### src/rtl/matmul_pkg.sv
// Constants and FSM encoding shared by the matmul sequencer and writeback stages.
// Pure declarations: no latency, no flow control.
package matmul_pkg;

  localparam int MAT_MUL_SIZE = 8;
  localparam int DWIDTH       = 8;
  localparam int AWIDTH       = 8;

  typedef enum logic [1:0] {
    IDLE   = 2'd0,
    WAIT   = 2'd1,
    GAP    = 2'd2,
    FINISH = 2'd3
  } seq_state_t;

endpackage

### src/rtl/tile_counter_2d.sv
// Row-major tile walker: row/col with wrap, last-tile flag, completed-tile count.
// Registered counters with one-cycle update; row_nxt/col_nxt expose the pending value, no backpressure.
module tile_counter_2d #(
  parameter int TILE_W = 5
) (
  input  logic                  clk,
  input  logic                  reset,
  input  logic                  clr,
  input  logic                  adv,
  input  logic                  inc,
  input  logic [TILE_W-1:0]     num_tiles,
  output logic [TILE_W-1:0]     row,
  output logic [TILE_W-1:0]     col,
  output logic [TILE_W-1:0]     row_nxt,
  output logic [TILE_W-1:0]     col_nxt,
  output logic                  last,
  output logic [2*TILE_W-1:0]   tiles_done
);

  logic [TILE_W-1:0] edge_idx;
  logic              col_end;

  assign edge_idx = num_tiles - TILE_W'(1);
  assign col_end  = (col == edge_idx);
  assign last     = col_end && (row == edge_idx);

  always_comb begin
    row_nxt = row;
    col_nxt = col;
    if (clr) begin
      row_nxt = '0;
      col_nxt = '0;
    end else if (adv) begin
      if (col_end) begin
        col_nxt = '0;
        row_nxt = row + TILE_W'(1);
      end else begin
        col_nxt = col + TILE_W'(1);
      end
    end
  end

  always_ff @(posedge clk) begin
    if (!reset) begin
      row        <= '0;
      col        <= '0;
      tiles_done <= '0;
    end else begin
      row <= row_nxt;
      col <= col_nxt;
      if (clr) begin
        tiles_done <= '0;
      end else if (inc) begin
        tiles_done <= tiles_done + (2*TILE_W)'(1);
      end
    end
  end

endmodule

### src/rtl/matmul_tile_sequencer.sv
// Walks num_tiles x num_tiles output tiles row-major, handshaking each with the systolic array.
// Outputs registered; 2 cycles overhead per tile beyond array latency; start ignored unless idle.
module matmul_tile_sequencer
  import matmul_pkg::*;
#(
  parameter int TILE_W    = 5,
  parameter int TIMEOUT_W = 12
) (
  input  logic                 clk,
  input  logic                 reset,
  input  logic                 start,
  input  logic [TILE_W-1:0]    num_tiles,
  output logic                 busy,
  output logic                 done,
  output logic                 err,
  output logic [2*TILE_W-1:0]  tiles_done,
  output logic                 start_mat_mul,
  input  logic                 done_mat_mul,
  output logic [AWIDTH-1:0]    a_loc,
  output logic [AWIDTH-1:0]    b_loc,
  output logic [7:0]           final_mat_mul_size
);

  // Last WAIT cycle before the watchdog would reach 2^TIMEOUT_W-1.
  localparam logic [TIMEOUT_W-1:0] WDOG_LAST = {{(TIMEOUT_W-1){1'b1}}, 1'b0};

  seq_state_t          state, state_nxt;
  logic [TILE_W-1:0]   n_lat;
  logic [TIMEOUT_W-1:0] wdog;
  logic                accept, timeout, tile_ok, cnt_adv;
  logic [TILE_W-1:0]   row, col, row_nxt, col_nxt;
  logic                last;
  logic [7:0]          size_nxt;

  assign size_nxt = 8'(num_tiles * MAT_MUL_SIZE);

  tile_counter_2d #(.TILE_W(TILE_W)) u_cnt (
    .clk        (clk),
    .reset      (reset),
    .clr        (accept),
    .adv        (cnt_adv),
    .inc        (tile_ok),
    .num_tiles  (n_lat),
    .row        (row),
    .col        (col),
    .row_nxt    (row_nxt),
    .col_nxt    (col_nxt),
    .last       (last),
    .tiles_done (tiles_done)
  );

  always_ff @(posedge clk) begin
    if (!reset) begin
      state <= IDLE;
    end else begin
      state <= state_nxt;
    end
  end

  // A done from the array on the watchdog's final cycle takes priority over the timeout.
  always_comb begin
    state_nxt = state;
    accept    = 1'b0;
    timeout   = 1'b0;
    tile_ok   = 1'b0;
    cnt_adv   = 1'b0;
    case (state)
      IDLE: begin
        if (start) begin
          accept    = 1'b1;
          state_nxt = (num_tiles == '0) ? FINISH : WAIT;
        end
      end
      WAIT: begin
        if (done_mat_mul) begin
          tile_ok   = 1'b1;
          state_nxt = GAP;
        end else if (wdog == WDOG_LAST) begin
          timeout   = 1'b1;
          state_nxt = FINISH;
        end
      end
      GAP: begin
        cnt_adv   = 1'b1;
        state_nxt = last ? FINISH : WAIT;
      end
      FINISH:  state_nxt = IDLE;
      default: state_nxt = IDLE;
    endcase
  end

  always_ff @(posedge clk) begin
    if (!reset) begin
      n_lat              <= '0;
      wdog               <= '0;
      busy               <= 1'b0;
      done               <= 1'b0;
      err                <= 1'b0;
      start_mat_mul      <= 1'b0;
      a_loc              <= '0;
      b_loc              <= '0;
      final_mat_mul_size <= '0;
    end else begin
      wdog          <= (state == WAIT) ? wdog + TIMEOUT_W'(1) : '0;
      busy          <= (state_nxt != IDLE);
      done          <= (state_nxt == FINISH);
      start_mat_mul <= (state_nxt == WAIT);
      if (accept) begin
        n_lat              <= num_tiles;
        final_mat_mul_size <= size_nxt;
        err                <= 1'b0;
      end else if (timeout) begin
        err <= 1'b1;
      end
      // Locations follow the counter's pending value so they are valid with start_mat_mul.
      if (state_nxt == WAIT) begin
        a_loc <= AWIDTH'(row_nxt);
        b_loc <= AWIDTH'(col_nxt);
      end
    end
  end

endmodule

### config.mk
export PLATFORM = sky130hd
export DESIGN_NAME = matmul_tile_sequencer
export DESIGN_NICKNAME = d
export VERILOG_FILES = /design/src/rtl/matmul_pkg.sv /design/src/rtl/tile_counter_2d.sv /design/src/rtl/matmul_tile_sequencer.sv
export SDC_FILE = /design/constraint.sdc
export NUM_CORES = 1
export LEC_CHECK = 0
export BUFFER_PORTS_ARGS = -buffer_cell sky130_fd_sc_hd__buf_2
export CORE_UTILIZATION = 40
export CTS_CLUSTER_DIAMETER = 120
export DETAILED_ROUTE_END_ITERATION = 7
export GPL_ROUTABILITY_DRIVEN = 0
export GPL_TIMING_DRIVEN = 1
export HOLD_SLACK_MARGIN = 0.02
export PLACE_DENSITY = 0.61
export SLEW_MARGIN = 15
export SYNTH_ARGS = -nofsm -noshare
export SYNTH_HDL_FRONTEND = slang
export SYNTH_SLANG_ARGS = --single-unit
### constraint.sdc
create_clock -name clk -period 3.2 [get_ports clk]
set_input_delay 0 -clock clk [delete_from_list [all_inputs] [get_ports clk]]
set_output_delay 0 -clock clk [all_outputs]
set_load 0.005 [all_outputs]
* After elaboration in Yosys (flattened, before gate mapping)
Cells that the tools add are included.
Word-level totals: logic and storage cells 52, register bits 53, input port bits 9, output and inout port bits 38
Operators by class: bitwise gates (word level) 1, equal/unequal tests 8, $add $sub $neg 5, reductions and logical operators 6, mux-type cells 20
Operator list (number):
- $mux W5 | 6
- $add A12 B1 Y12 const B | 1
- $eq A12 B12 Y1 const B | 1
- $add A10 B1 Y10 const B | 1
- $add A5 B1 Y5 const B | 2
- $eq A5 B5 Y1 | 2
- $mux W2 | 5
- $mux W1 | 8
- $pmux W2 S4 | 1
- $eq A2 B2 Y1 const B | 3
- $logic_not A5 Y1 | 1
- $sub A5 B1 Y5 const B | 1
- $eq A2 B1 Y1 const B | 2
- $logic_not A2 Y1 | 1
- $reduce_and A2 Y1 | 1
- $reduce_bool A2 Y1 | 1
- $reduce_or A2 Y1 | 1
- $logic_and A1 B1 Y1 | 1
- $not A1 Y1 | 1

* Logic depth before layout (Yosys ltp)
depth after elaboration 6, depth in mapped cells 8, depth with buffers taken out 8

* Modules after synthesis
A second synthesis with hierarchy kept.
Unflattened totals: cell total of the unflattened synthesis 311, area total of the unflattened synthesis 2711.4 sq um
Modules (own cells, without submodules):
- matmul_tile_sequencer | area an instance 1410.1 sq um, sequential area each 660.6 sq um, cells each 160, times used 1
- tile_counter_2d | area an instance 1301.2 sq um, sequential area each 400.4 sq um, cells each 151, times used 1

* Least setup slack after synthesis
No wires, ideal clock.
path kind register -> register, start point register n_lat[0], end point register a_loc[3], clock period less this slack 2.282 ns, arrival 2.167 ns, cell stages (with the launch flop) 9, setup slack 0.918 ns, cell sequence dfxtp_1 inv_1 ha_1 nor3b_2 xnor2_1 or4_1 o21a_1 buf_4 o22a_2
Between the ends: longest elaborated chain between the ends 6
RTL lines:
- start: declaration | RTL line matmul_tile_sequencer.sv:28 | logic [TILE_W-1:0] n_lat;
- start signal: assignment | RTL line matmul_tile_sequencer.sv:109 | n_lat <= num_tiles;
- $sub A5 B1 Y5 * | RTL line tile_counter_2d.sv:23 | assign edge_idx = num_tiles - TILE_W'(1);
- $eq A5 B5 Y1, on equally long branches | RTL line tile_counter_2d.sv:24, tile_counter_2d.sv:25
- $logic_and A1 B1 Y1 | RTL line tile_counter_2d.sv:25 | assign last = col_end && (row == edge_idx);
- $mux W2 | RTL line matmul_tile_sequencer.sv:85 | state_nxt = last ? FINISH : WAIT;
- $pmux W2 S4 | RTL line matmul_tile_sequencer.sv:67 | case (state)
- $eq A2 B1 Y1 | RTL line matmul_tile_sequencer.sv:116 | if (state_nxt == WAIT) begin
- end signal: assignment | RTL line matmul_tile_sequencer.sv:117 | a_loc <= AWIDTH'(row_nxt);
- end: declaration | RTL line matmul_tile_sequencer.sv:19 | output logic [AWIDTH-1:0] a_loc,
Every way passes the cells marked *; elsewhere a longest branch is shown, timed or not. A chain may end at the register's enable or synchronous reset.

* Worst setup path after layout
start point register n_lat[0], end point register b_loc[2]
Between the ends: longest elaborated chain between the ends 6
RTL lines:
- $sub A5 B1 Y5 * | RTL line tile_counter_2d.sv:23
- $eq A5 B5 Y1, on equally long branches | RTL line tile_counter_2d.sv:24, tile_counter_2d.sv:25
- $logic_and A1 B1 Y1 | RTL line tile_counter_2d.sv:25
- $mux W2 | RTL line matmul_tile_sequencer.sv:85
- $pmux W2 S4 | RTL line matmul_tile_sequencer.sv:67
- $eq A2 B1 Y1 | RTL line matmul_tile_sequencer.sv:116
- end signal: assignment | RTL line matmul_tile_sequencer.sv:118 | b_loc <= AWIDTH'(col_nxt);
- end: declaration | RTL line matmul_tile_sequencer.sv:20 | output logic [AWIDTH-1:0] b_loc,
Marks and branches as above.

==> flow_summary.yaml <==
clock_network:
  clk_latency_ns: 0.31
  cts.htree.levels: 2
  clock_sinks: 53
  cts_tree: "built"
  clk_pin_slew_ns: 0.10
  cts_setup_buffers: 0
  clock_path_buffers: 2
  cts_made_buffers: 5
  cts_root_buf: "clkbuf_8"
power:
  power_per_cell_area_mw_per_mm2: 440.3
  power_mw: 1.219
  power_leakage_nw: 1.178
  peakVddDrop_mv: 0.2036
drt:
  totalWireLength_mm: 4.905
  drc: 0
  drtIter0Drc: 75
  wl_per_cell_um: 12.87
  drt_first_pass_iters: 4
  vias_per_cell: 4.963
  num_vias: 1891
  final_antenna_net_count: 0
cells_and_area:
  nFillCells: 548
  antennaDiodeCount: 0
  drive_above_1_share_pct: 17.15
  multi_input_area_mm2: 0.001261
  area_growth_pct: 14.25
  final_cells: 381
  layout.area.seq_mm2: 0.001061
  nets: 323
setup_path:
  endpoint_kind: "flip-flop"
  r2r-start: "n_lat[0]"
  startpoint_type: "flip-flop"
  path_max_fanout: 13
  r2r-end: "b_loc[2]"
  crit_arrival_ns: 2.81
  reg2reg_depth: 8
  reg2reg_slack_ns: 0.64
  setup.worst_path.class: "flip-flop to flip-flop"
  required_ns: 3.45
global_route:
  track_usage_pct: 16.08
  gr-total-overflow: 0
  grt_start_max_net_pins: 19
  grt_pass1_wl_mm: 7.948
  antenna_found_initial: 0
  first_global_vias: 1716
logic_synthesis:
  synth_top_area_cell: "dfxtp_1"
  synth-seq-cells: 53
  ys_top_cells_by_area: "dfxtp_1, xor2_1, nor2_1"
  synth_edf_count: 0
  synth.top_cell.area_share_pct: 43.78
  synth_cell_types: 47
  synth_common_cells: "dfxtp_1, nor2_1, xor2_1"
  syn_avg_cell_area_um2: 9.077
  yosysSeqAreaShare_pct: 43.78
  yosys_most_used_dff: "dfxtp_1"
  yosys_warnings: 0
  syn-cell-area_mm2: 0.002424
  yosysMostFrequentCell: "dfxtp_1"
  syn-instance-count: 267
  async_flop_share_pct: 0
run:
  maxCapViolCount: 0
timing:
  timing.final.crit_period_ns: 2.557
  hold_viol: 0
  tightest_slew_ns: 0.7656
  max_freq_ghz: 0.3911
  timing.hold.ws_ns: 0.04126
  drv_slew: 0
  fin_skew_ns: 0.01053
  setup_viol: 0
  final.setup.tns_ns: 0
  rsz0062_at_grt: "no"
  fin_crit_sh_pct: 79.89
  worst_slack_ns: 0.6434
  relSlewSlack_pct: 48.96
min_path:
  holdPathEnd: "err"
  hp-class: "input pin to flip-flop"
  min_from: "done_mat_mul"
  min_path_cells: 3
floorplanning:
  coreArea_mm2: 0.005675
  num_rows: 27
  start_util_pct: 42.70
  design.die.area_mm2: 0.006374
  fp.dieW_um: 79.84
  ios: 47
  die_y_um: 79.84
placed_design:
  hpwl_mm: 3.517
  dp_worst_setup_slack_ns: 0.6447
  io_buffer_count: 37
  dp.cells: 368
run_status:
  status: "finished, final reports clean"
[cell families (layout without fill, tap and decap cells)]
logic type               Yosys count  count (layout)  synth area share (%)
AND/OR/NAND/NOR                  109             109                 21.89
XOR/XNOR                          36              36                 13.01
AO/OA/AOI/OAI                     33              33                 10.58
flip-flops                        53              53                 43.78
other                              1               9                0.1547
multiplexers                       5               5                 2.065
buffers and inverters             24              58                 5.421
adder cells (fa/ha/maj)            6               6                 3.097
[report_power, final]
part,internal [mW],leakage [nW],switching (mW)
clock,0.155,0.0374,0.225
combinational,0.0649,0.710,0.0738
sequential,0.680,0.430,0.0205
total,0.900,1.18,0.320
[stage by stage]
stage	utilization, %	area [um^2]
3_3_place_gp	46.36	2631
4_1_cts	48.79	2769
2_1_floorplan	-	2454
3_5_place_dp	46.36	2631
6_report	48.79	2769
5_1_grt	48.79	2769
[area by class of cell]
cell class	count	share of cell area, %
Tap cell	72	3.253
Clock inverter	2	0.5422
Sequential cell	53	38.32
Clock buffer	6	2.621
Timing Repair Buffer	43	8.766
Inverter	7	0.9489
Multi-Input combinational cell	198	45.55
[critical path, stage by stage, from the launching register on]
cell	delay (ns)
dfxtp_1	0.43
inv_1	0.08
ha_1	0.29
o21ba_2	0.25
a221oi_2	0.32
o2111ai_2	0.28
o21a_1	0.43
nor2_4	0.25
o22a_1	0.17
[worst max path at each step]
stage              from  endpoint
5_1_grt        n_lat[0]  b_loc[4]
2_1_floorplan  n_lat[0]  a_loc[3]
6_report       n_lat[0]  b_loc[2]
3_5_place_dp   n_lat[0]  a_loc[1]
3_3_place_gp   n_lat[0]  a_loc[3]
4_1_cts        n_lat[0]  b_loc[1]
[sequential cells by signal, indices dropped and copies added (netlist names)]
register,flops
wdog,12
u_cnt.tiles_done,10
a_loc,5
b_loc,5
n_lat,5
u_cnt.col,5
u_cnt.row,5
state,2
busy,1
done,1
err,1
start_mat_mul,1
[cell usage in the layout, fill, tap and decap left out, drive strengths merged, types with 2 or more instances in the layout]
cell type    netlist  routed
dfxtp             53      53
nor2              46      46
buf               14      38
xor2              23      23
nand2             15      15
nand3             14      14
xnor2             13      13
conb               1       9
nand4              8       8
o22a               7       7
inv                6       6
o21ai              6       6
ha                 6       6
a21oi              6       6
clkbuf             3       6
mux2i              5       5
nor3               5       5
and3               5       5
dlygate4sd3        0       5
nor4               3       3
o21a               3       3
nand2b             2       2
or3                2       2
o31a               2       2
a21o               2       2
clkinvlp           0       2
nor3b              2       2
[metal layers]
layer  up-vias  GRT usage (%)  wire length, um  share of wire [%]
met5         -              0                0                  0
met4         0          5.179               53                1.1
met3         4          3.771              218                4.4
met2        50          25.04             2071                 42
met1       865          21.77             2562                 52
li1        972              -                -                  -
[repair_timing]
| item | in CTS | in global routing |
|---|---|---|
| hold buffers | 5 | 0 |
| setup endpoints to repair | 0 | 0 |
| endpoints found under the hold margin | 5 | 0 |
| resized for setup | 0 | 0 |
(Power assumes the default switching activity.)
